--- config.mk ---
export PLATFORM = sky130hd
export DESIGN_NAME = systolic_skew_feeder_flat
export DESIGN_NICKNAME = d
export VERILOG_FILES = /design/src/rtl/systolic_skew_feeder_if.sv /design/src/rtl/systolic_skew_feeder.sv /design/src/flat_wrapper.sv
export SDC_FILE = /design/constraint.sdc
export NUM_CORES = 1
export LEC_CHECK = 0
export ABC_AREA = 1
export CORE_ASPECT_RATIO = 0.9
export CORE_MARGIN = 8
export CORE_UTILIZATION = 54
export DETAILED_ROUTE_END_ITERATION = 16
export GPL_TIMING_DRIVEN = 0
export PLACE_DENSITY = 0.85
export SYNTH_ARGS = -nofsm -noshare
export SYNTH_HDL_FRONTEND = slang
export SYNTH_SLANG_ARGS = --single-unit
--- constraint.sdc ---
create_clock -name CLK -period 2.65 [get_ports CLK]
set_input_delay 0.53 -clock CLK [delete_from_list [all_inputs] [get_ports CLK]]
set_output_delay 0.53 -clock CLK [all_outputs]
set_load 0.01 [all_outputs]
--- src/rtl/systolic_skew_feeder_if.sv ---
// systolic_skew_feeder_if
//   Handshake and array-side bundle for systolic_skew_feeder.
//   master : job/stream source (drives START, LEN, IN_VALID, IN_DATA)
//   slave  : the feeder (drives IN_READY, ARR_*, BUSY, DONE)
//   START/LEN    job kick-off and vector count
//   IN_*         valid/ready activation stream, lane i = IN_DATA[i*WIDTH +: WIDTH]
//   ARR_DATA     skewed lanes to the array row inputs
//   ARR_EN       array-wide PE enable
//   ARR_CLR      array-wide accumulator clear
//   BUSY/DONE    job status
//   STALL_CNT    only present when SKEW_FEEDER_STALL_CNT_EN is defined
interface systolic_skew_feeder_if #(
  parameter int WIDTH = 8,
  parameter int ROWS  = 4,
  parameter int LEN_W = 16
);
  logic                  START;
  logic [LEN_W-1:0]      LEN;
  logic                  IN_VALID;
  logic                  IN_READY;
  logic [ROWS*WIDTH-1:0] IN_DATA;
  logic [ROWS*WIDTH-1:0] ARR_DATA;
  logic                  ARR_EN;
  logic                  ARR_CLR;
  logic                  BUSY;
  logic                  DONE;
`ifdef SKEW_FEEDER_STALL_CNT_EN
  logic [LEN_W-1:0]      STALL_CNT;
`endif

  modport master (
    output START, LEN, IN_VALID, IN_DATA,
    input  IN_READY, ARR_DATA, ARR_EN, ARR_CLR, BUSY, DONE
`ifdef SKEW_FEEDER_STALL_CNT_EN
    , input STALL_CNT
`endif
  );

  modport slave (
    input  START, LEN, IN_VALID, IN_DATA,
    output IN_READY, ARR_DATA, ARR_EN, ARR_CLR, BUSY, DONE
`ifdef SKEW_FEEDER_STALL_CNT_EN
    , output STALL_CNT
`endif
  );
endinterface

--- src/rtl/systolic_skew_feeder.sv ---
// systolic_skew_feeder
//   Left-edge feeder for a ROWS x COLS output-stationary PE array. Accepts one
//   ROWS-lane vector per handshake, skews lane i by i extra steps, drives the
//   array-wide EN/CLR strobes, flushes ROWS+COLS-2 zero steps so the last
//   vector crosses every column, and pulses DONE once all sums are final.
// Ports
//   CLK        clock
//   ASYNC_RST  asynchronous active-low reset
//   SYNC_RST   synchronous active-high clear (same effect as ASYNC_RST)
//   bus        systolic_skew_feeder_if.slave (job, stream and array signals)
// Build option
//   SKEW_FEEDER_STALL_CNT_EN : adds bus.STALL_CNT, a saturating count of FEED
//   cycles where the feeder was ready but no vector was offered.

// One lane of the skew: a DEPTH-deep shift chain advanced by adv.
module skew_lane #(
  parameter int WIDTH = 8,
  parameter int DEPTH = 1
) (
  input  logic             CLK,
  input  logic             ASYNC_RST,
  input  logic             clr,
  input  logic             adv,
  input  logic [WIDTH-1:0] din,
  output logic [WIDTH-1:0] dout
);
  logic [DEPTH-1:0][WIDTH-1:0] sr;

  always_ff @(posedge CLK or negedge ASYNC_RST) begin
    if (!ASYNC_RST) begin
      sr <= '0;
    end else if (clr) begin
      sr <= '0;
    end else if (adv) begin
      sr[0] <= din;
      for (int k = 1; k < DEPTH; k++) sr[k] <= sr[k-1];
    end
  end

  assign dout = sr[DEPTH-1];
endmodule

module systolic_skew_feeder #(
  parameter int WIDTH = 8,
  parameter int ROWS  = 4,
  parameter int COLS  = 4,
  parameter int LEN_W = 16
) (
  input logic                   CLK,
  input logic                   ASYNC_RST,
  input logic                   SYNC_RST,
  systolic_skew_feeder_if.slave bus
);
  // Zero steps needed after the last vector so it reaches the far column.
  localparam int FL   = ROWS + COLS - 2;
  localparam int FL_W = (FL > 1) ? $clog2(FL) : 1;
  localparam logic [FL_W-1:0]  FL_LAST = FL_W'((FL > 0) ? FL - 1 : 0);
  localparam logic [FL_W-1:0]  FL_ONE  = FL_W'(1);
  localparam logic [LEN_W-1:0] LEN_ONE = LEN_W'(1);

  typedef enum logic [1:0] {IDLE, FEED, FLUSH, DRAIN} state_t;

  state_t                      state;
  logic [LEN_W-1:0]            len_r;
  logic [LEN_W-1:0]            acc_cnt;
  logic [FL_W-1:0]             fl_cnt;
  logic                        arr_en;
  logic                        arr_clr;
  logic                        done;

  logic                        in_ready;
  logic                        accept;
  logic                        adv;
  logic                        start_acc;
  logic                        lane_clr;
  logic [ROWS-1:0][WIDTH-1:0]  lane_in;
  logic [ROWS-1:0][WIDTH-1:0]  lane_out;

  // acc_cnt never reaches len_r inside FEED (last accept leaves FEED), so
  // LEN = all-ones needs no extra counter bit.
  assign in_ready  = (state == FEED) && (acc_cnt < len_r);
  assign accept    = in_ready & bus.IN_VALID;
  assign adv       = accept | (state == FLUSH);
  assign start_acc = (state == IDLE) & bus.START;
  // Chains are also wiped at job start so no residue from an earlier job
  // can leak into a new one.
  assign lane_clr  = SYNC_RST | start_acc;
  assign lane_in   = (state == FEED) ? bus.IN_DATA : '0;

  for (genvar i = 0; i < ROWS; i++) begin : g_lane
    skew_lane #(.WIDTH(WIDTH), .DEPTH(i + 1)) u_lane (
      .CLK       (CLK),
      .ASYNC_RST (ASYNC_RST),
      .clr       (lane_clr),
      .adv       (adv),
      .din       (lane_in[i]),
      .dout      (lane_out[i])
    );
  end

  always_ff @(posedge CLK or negedge ASYNC_RST) begin
    if (!ASYNC_RST) begin
      state   <= IDLE;
      len_r   <= '0;
      acc_cnt <= '0;
      fl_cnt  <= '0;
      arr_en  <= 1'b0;
      arr_clr <= 1'b0;
      done    <= 1'b0;
    end else if (SYNC_RST) begin
      state   <= IDLE;
      len_r   <= '0;
      acc_cnt <= '0;
      fl_cnt  <= '0;
      arr_en  <= 1'b0;
      arr_clr <= 1'b0;
      done    <= 1'b0;
    end else begin
      // EN lags adv by one so it lines up with the freshly shifted data.
      arr_en  <= adv;
      arr_clr <= 1'b0;
      // DRAIN sits on the last EN cycle; DONE lands one cycle later.
      done    <= (state == DRAIN);
      case (state)
        IDLE: begin
          if (bus.START) begin
            len_r   <= bus.LEN;
            acc_cnt <= '0;
            fl_cnt  <= '0;
            arr_clr <= 1'b1;
            state   <= (bus.LEN != '0) ? FEED : DRAIN;
          end
        end
        FEED: begin
          if (accept) begin
            if (acc_cnt == len_r - LEN_ONE) begin
              fl_cnt <= '0;
              state  <= (FL == 0) ? DRAIN : FLUSH;
            end else begin
              acc_cnt <= acc_cnt + LEN_ONE;
            end
          end
        end
        FLUSH: begin
          if (fl_cnt == FL_LAST) state  <= DRAIN;
          else                   fl_cnt <= fl_cnt + FL_ONE;
        end
        default: state <= IDLE;
      endcase
    end
  end

  assign bus.IN_READY = in_ready;
  assign bus.ARR_DATA = lane_out;
  assign bus.ARR_EN   = arr_en;
  assign bus.ARR_CLR  = arr_clr;
  assign bus.BUSY     = (state != IDLE);
  assign bus.DONE     = done;

`ifdef SKEW_FEEDER_STALL_CNT_EN
  logic [LEN_W-1:0] stall_cnt;

  always_ff @(posedge CLK or negedge ASYNC_RST) begin
    if (!ASYNC_RST) begin
      stall_cnt <= '0;
    end else if (SYNC_RST || start_acc) begin
      stall_cnt <= '0;
    end else if (in_ready && !bus.IN_VALID && (stall_cnt != '1)) begin
      stall_cnt <= stall_cnt + LEN_ONE;
    end
  end

  assign bus.STALL_CNT = stall_cnt;
`endif
endmodule

--- src/flat_wrapper.sv ---
// flat-port wrapper written by rule: the top's interface ports become plain ports
module systolic_skew_feeder_flat 
#(
  parameter int WIDTH = 8,
  parameter int ROWS  = 4,
  parameter int COLS  = 4,
  parameter int LEN_W = 16
)
  (CLK, ASYNC_RST, SYNC_RST, bus_START, bus_LEN, bus_IN_VALID, bus_IN_DATA, bus_IN_READY, bus_ARR_DATA, bus_ARR_EN, bus_ARR_CLR, bus_BUSY, bus_DONE);
  systolic_skew_feeder_if #(.WIDTH(WIDTH), .ROWS(ROWS), .LEN_W(LEN_W)) bus_i ();
  input logic CLK;
  input logic ASYNC_RST;
  input logic SYNC_RST;
  input wire logic [$bits(bus_i.START)-1:0] bus_START;
  input wire logic [$bits(bus_i.LEN)-1:0] bus_LEN;
  input wire logic [$bits(bus_i.IN_VALID)-1:0] bus_IN_VALID;
  input wire logic [$bits(bus_i.IN_DATA)-1:0] bus_IN_DATA;
  output wire logic [$bits(bus_i.IN_READY)-1:0] bus_IN_READY;
  output wire logic [$bits(bus_i.ARR_DATA)-1:0] bus_ARR_DATA;
  output wire logic [$bits(bus_i.ARR_EN)-1:0] bus_ARR_EN;
  output wire logic [$bits(bus_i.ARR_CLR)-1:0] bus_ARR_CLR;
  output wire logic [$bits(bus_i.BUSY)-1:0] bus_BUSY;
  output wire logic [$bits(bus_i.DONE)-1:0] bus_DONE;
  assign bus_i.START = bus_START;
  assign bus_i.LEN = bus_LEN;
  assign bus_i.IN_VALID = bus_IN_VALID;
  assign bus_i.IN_DATA = bus_IN_DATA;
  assign bus_IN_READY = bus_i.IN_READY;
  assign bus_ARR_DATA = bus_i.ARR_DATA;
  assign bus_ARR_EN = bus_i.ARR_EN;
  assign bus_ARR_CLR = bus_i.ARR_CLR;
  assign bus_BUSY = bus_i.BUSY;
  assign bus_DONE = bus_i.DONE;
  systolic_skew_feeder #(.WIDTH(WIDTH), .ROWS(ROWS), .COLS(COLS), .LEN_W(LEN_W)) u_core (.CLK(CLK), .ASYNC_RST(ASYNC_RST), .SYNC_RST(SYNC_RST), .bus(bus_i));
endmodule
# After elaboration in Yosys (flattened, before gate mapping)
# Index checks and enable logic that the tools add are counted.
[totals] reg_bits=120 inputBits=53 word_cells=84
[op_classes] add_sub_neg=3 magnitude_cmp=1 n_eq_ne=11 mux=35 n_bitwise=4 reduce_logical=13
[ops] operator="16-bit two-way mux" count=9
[ops] operator="32-bit two-way mux" count=3
[ops] operator="24-bit two-way mux" count=2
[ops] operator="16-bit case mux with 2 select lines" count=1
[ops] operator="16-bit by 1-bit adder with 16-bit output, second input constant" count=1
[ops] operator="16-bit == test" count=1
[ops] operator="16-bit less-than comparator" count=1
[ops] operator="8-bit two-way mux" count=2
[ops] operator="16-bit nonzero test" count=1
[ops] operator="16-bit by 1-bit subtractor with 16-bit output, second input constant" count=1
[ops] operator="3-bit two-way mux" count=5
[ops] operator="3-bit != test, second input constant" count=5
[ops] operator="2-bit two-way mux" count=6
[ops] operator="3-bit case mux with 3 select lines" count=1
[ops] operator="4-bit AND reduction" count=2
[ops] operator="2-bit nonzero test" count=4
[ops] operator="2-bit case mux with 3 select lines" count=1
[ops] operator="1-bit two-way mux" count=5
[ops] operator="5-bit AND reduction" count=1
[ops] operator="2-bit == test, second input constant" count=2
[ops] operator="4-bit nonzero test" count=1
[ops] operator="3-bit by 1-bit adder with 3-bit output, second input constant" count=1
[ops] operator="3-bit == test, second input constant" count=1
[ops] operator="3-bit by 2-bit != test with 1-bit output, second input constant" count=1
[ops] operator="7 further kinds" count=9

# Depth between registers and ports, before layout
[depth] ltp_word=6 depth_mapped=16

# By module
# Synthesis repeated with hierarchy kept, for this count alone.
[unflattened] hier_cells=951 area_unflattened_um2=7111.8
[modules_own_cells] mod="systolic_skew_feeder" n_inst=1 cells_each=577 area_each_um2=3627.2
[modules_own_cells] mod="skew_lane (u_core.g_lane[3].u_lane)" n_inst=1 cells_each=148 area_each_um2=1408.9
[modules_own_cells] mod="skew_lane (u_core.g_lane[2].u_lane)" n_inst=1 cells_each=113 area_each_um2=1029.7
[modules_own_cells] mod="skew_lane (u_core.g_lane[1].u_lane)" n_inst=1 cells_each=78 area_each_um2=710.7
[modules_own_cells] mod="skew_lane (u_core.g_lane[0].u_lane)" n_inst=1 cells_each=35 area_each_um2=335.3

# Worst setup path after synthesis
# No wires, ideal clock.
[synth_path] path_type="register -> register" startpoint="reg u_core.len_r[5]" endpoint="reg u_core.acc_cnt[5]" setup_time_ns=0.117 t_arrival_ns=1.988 setup_slack_ns=0.546 stages_incl_launch_ff=16 n_path_buf=1 cell_sequence="dfrtp_1 -> inv_2 -> ha_1 -> a21oi_1 -> nor2_1 -> nor3_1 -> nand2_1 -> nand2_1 -> nand3b_1 -> nand2_1 -> nand2_1 -> nor2_2 -> nand2_4 -> buf_6 -> nand2_1 -> nand2_1"
[synth_between] elab_chain_len=5
[synth_lines] element="start: declaration" line_no="systolic_skew_feeder.sv:64" source="logic [LEN_W-1:0] len_r;"
[synth_lines] element="start signal: assignment" line_no="systolic_skew_feeder.sv:127" source="len_r <= bus.LEN;"
[synth_lines] element="branches (longest 4 deep; another with 16-bit by 1-bit subtractor with 16-bit output)"
[synth_lines] element="4-bit AND reduction (no line) *"
[synth_lines] element="end signal: assignment" line_no="systolic_skew_feeder.sv:140" source="acc_cnt <= acc_cnt + LEN_ONE;"
[synth_lines] element="end: declaration" line_no="systolic_skew_feeder.sv:65" source="logic [LEN_W-1:0] acc_cnt;"
# Every way passes the cells marked *.
# A chain may end at the register's enable or synchronous reset.

# Worst setup path in the final report
[layout_path] startpoint="reg u_core.acc_cnt[14]" endpoint="reg u_core.acc_cnt[5]"
[layout_between] elab_chain_len=5
[layout_lines] element="16-bit less-than comparator" line_no="systolic_skew_feeder.sv:81" source="assign in_ready = (state == FEED) && (acc_cnt < len_r);"
[layout_lines] element="1-bit logical AND" line_no="systolic_skew_feeder.sv:81"
[layout_lines] element="1-bit AND" line_no="systolic_skew_feeder.sv:82" source="assign accept = in_ready & bus.IN_VALID;"
[layout_lines] element="3-bit by 2-bit != test with 1-bit output (no line)"
[layout_lines] element="4-bit AND reduction (no line) *"
# Every way passes the cells marked *; elsewhere a longest branch is shown, timed or not.

==> results.md <==
- Status: finished clean
- Num rows: 39
- Mapped Nets: 976
- Worst EP arrival: 2.91 ns
- Die Area: 16500 sq um
- Period utilization: 98.5%
- Seq/Total Area, Yosys: 44.0%
- PortBufs: 88
- Count of cell types in the netlist: 36
- Slowest CP cell: dfrtp_2
- Initial core utilization: 54.5%
- Power Dens Cells: 903 nW/um^2
- Synth area leaders: dfrtp_1 (44%), nand2_1 (13%), nand3_1 (6.7%)
- Worst-path clk slew: 0.06 ns
- Max VDD drop: 0.712 mV
- First-pass GRT wire length: 30900 um
- Fin area: 8770 sq um
- Top Ports: 90
- Clk_lat worst skew: 0.43 ns
- Syn Std Cell Area: 6830 sq um
- CTS tree: built
- DRT antenna net count: 0
- Yosys warnings: 0
- Clk_skew: 0.0104 ns
- Overflow after GRT: 0
- Crit-path max cell delay: 0.46 ns
- Detailed Place HPWL: 13500 um
- Ys flop type: dfrtp_1
- Met1 usage: 31.8%
- Post-synth EDFFs: 0
- Final setup vio count: 0
- Vias in the first global route: 6122
- GRT Max-Usage Layer: met2
- CP Data Required Time: 2.95 ns
- Die width: 135 um
- Core footprint: 12500 sq um
- Inserted Clock Buffers: 17
- DRC: 0
- Antenna diodes: 0
- Total global-route track usage: 23.7%
- Die height: 123 um
- Share of cells above drive strength 1: 12.1%
- Max-slew violations: 0
- Initial DRC Count: 782
- Routed vias: 6409
- Worst Tran Pin Value: 0.830 ns
- Max cap viols: 0
- Fmax: 0.383 GHz
- Count of final hold-check violations: 0
- Worst setup SP type: flip-flop
- Post-Layout Cell Count: 1191
- Clock H-tree levels: 4
- Vias per cell: 5.38
- Placed insts: 1151
- Setup CP Type: reg -> reg
- Synth-to-Final Area Change: 28.5%
- Root Driver: clkbuf_16
- Global-route met3 utilization: 5.56%
- Per-cell routed wire length: 15.9 um
- Fin crit period: 2.61 ns
- RSZ-0062 raised after global routing: true
- CP max FO: 10
- Met2 usage: 37.1%
- CP Cell Sequence: ha_1 -> nand2_1 -> inv_1 -> nand3_1 -> inv_1 -> nand2_1 -> nand3_1 -> nand3b_1 -> nand2_1 -> nand2_1 -> nor2_4 -> nand2_4 -> buf_6 -> nand2_1 -> nand2_1
- GPL Wtd Cong: 0.912
- Final setup TNS: 0 ns
- Most common cell on crit path: nand2_1
- Drt pass-1 iters: 5
- Async SR Flop Fraction: 100%
- Placed instance area: 7950 sq um
- Total Routed Length: 19000 um
- Clock Sinks: 120
- Initial antenna violation count: 0
- Slew HR: 44.5%
- Nets: 1093
- Seq cells post-synth: 120
- Clk buf depth: 2
- Worst min path class: reg -> reg
- Synth Area per Inst: 7.61 sq um
- Mapped Cells: 898
- Leakage: 4.32 nW
- Largest net degree at the start of global routing: 101
- Worst setup EP type: flip-flop
- Cell taking the most area after synthesis: dfrtp_1
- Yosys top cell area share: 44.0%
==> metal layers <==
metal | part of all wire [%] | vias to the layer above | routed length, um
li1 | - | 3077 | -
met1 | 43 | 3030 | 8150
met2 | 46 | 272 | 8750
met3 | 8.8 | 30 | 1680
met4 | 2.1 | 0 | 408
met5 | 0 | - | 0
==> cell families (layout without fill, tap and decap cells) <==
kind of cell	count (synthesis)	count (layout)	synth area share, %
compound gates	97	97	7.66
fa+ha+maj	25	25	4.58
flops	120	120	44.0
buf+inv	172	301	11.1
simple gates	459	459	29.3
xor+xnor	25	25	3.41
==> through the flow <==
| stage | hold WS, ns | setup WS, ns | total power, W | util, % |
|---|---|---|---|---|
| after floorplan | 0.234 | 0.546 | 0.00413 | - |
| after global placement | 0.484 | -3.51 | 0.00497 | 63.1 |
| after detailed placement | 0.396 | -0.0591 | 0.00506 | 63.4 |
| after global routing | 0.527 | -0.0488 | 0.00839 | 70.0 |
| after CTS | 0.505 | 0.00852 | 0.00776 | 69.0 |
| final | 0.500 | 0.0391 | 0.00792 | 70.0 |
==> sequential cells by signal, summed over array words and instances, names as in the netlist <==
signal / count
u_core.fl_cnt: 3
u_core.state: 2
u_core.g_lane.u_lane.sr: 48
u_core.bus.ARR_EN: 1
u_core.acc_cnt: 16
u_core.len_r: 16
u_core.bus.DONE: 1
u_core.g_lane.u_lane.dout: 32
u_core.bus.ARR_CLR: 1
==> layout make-up <==
| type | instances | area, sq um |
|---|---|---|
| fillers | 955 | 3770 |
| multi-input cells | 606 | 3130 |
| flip-flops and latches | 120 | 3010 |
| repair buffers | 98 | 975 |
| clock buffers | 23 | 488 |
| inverters | 106 | 398 |
| plain buffers | 66 | 379 |
| well taps | 164 | 205 |
| clock inverters | 8 | 190 |
==> cell usage after synthesis, types with 3 or more instances <==
cell        n
a21oi_1    23
buf_1       6
buf_2      11
buf_4      24
clkbuf_1   22
dfrtp_1   120
ha_1       25
inv_1      98
inv_2       7
nand2_1   240
nand2_2     3
nand3_1    91
nand3b_1    5
nand4_1    10
nor2_1     66
nor2_2      8
nor3_1     22
nor4_1      6
o21ai_0    54
o22ai_1     8
o31ai_1     8
xnor2_1    10
xor2_1     14
==> worst paths after layout <==
kind                                                   endpoint  cells after the start  slack, ns                             from
min in group asynchronous                      u_core.fl_cnt[0]                      2       0.52                        ASYNC_RST
max in group asynchronous                    u_core.acc_cnt[15]                      3       1.37                        ASYNC_RST
worst min register to register  u_core.g_lane[3].u_lane.dout[6]                      2       0.50  u_core.g_lane[3].u_lane.dout[6]
worst max register to register                u_core.acc_cnt[5]                     15       0.04               u_core.acc_cnt[14]
worst min-delay path            u_core.g_lane[3].u_lane.dout[6]                      2       0.50  u_core.g_lane[3].u_lane.dout[6]
worst max-delay path                          u_core.acc_cnt[5]                     15       0.04               u_core.acc_cnt[14]
==> critical path, delay by kind of cell (launching register included) <==
| family | cells | cell delay, ns |
|---|---|---|
| AND/OR/NAND/NOR | 11 | 1.42 |
| flip-flops | 1 | 0.46 |
| adder cells (fa/ha/maj) | 1 | 0.33 |
| buffers and inverters | 3 | 0.27 |
==> cells in the final DEF, fill, tap and decap left out, drive strengths merged <==
master,n
nand2,244
dfrtp,120
inv,105
nand3,93
clkdlybuf4s50,86
nor2,75
o21ai,54
clkbuf,51
buf,49
ha,25
a21oi,23
nor3,23
xor2,14
xnor2,10
nand4,10
o22ai,8
o31ai,8
nor4,6
bufinv,6
nand3b,5
clkinv,3
a211oi,2
and2,2
a31oi,2
xnor3,1
or2,1
dlygate4sd3,1
==> where the power goes <==
part           leakage [nW]  internal [W]  switching [W]  total (W)
registers              1.63       0.00211       0.000168    0.00227
clock network         0.333       0.00185       0.000816    0.00267
logic                  2.36      0.000993        0.00198    0.00298
==> what timing repair did <==
| action | 4_1_cts | 5_1_grt |
|---|---|---|
| hold endpoints to repair | 20 | 0 |
| gates resized for setup | 7 | 32 |
| hold buffers | 1 | 0 |
| endpoints found under the setup margin | 11 | 84 |
| setup buffers | 1 | 7 |
| pin swaps | 0 | 2 |
Note: power is estimated with default switching activity, not from simulation.
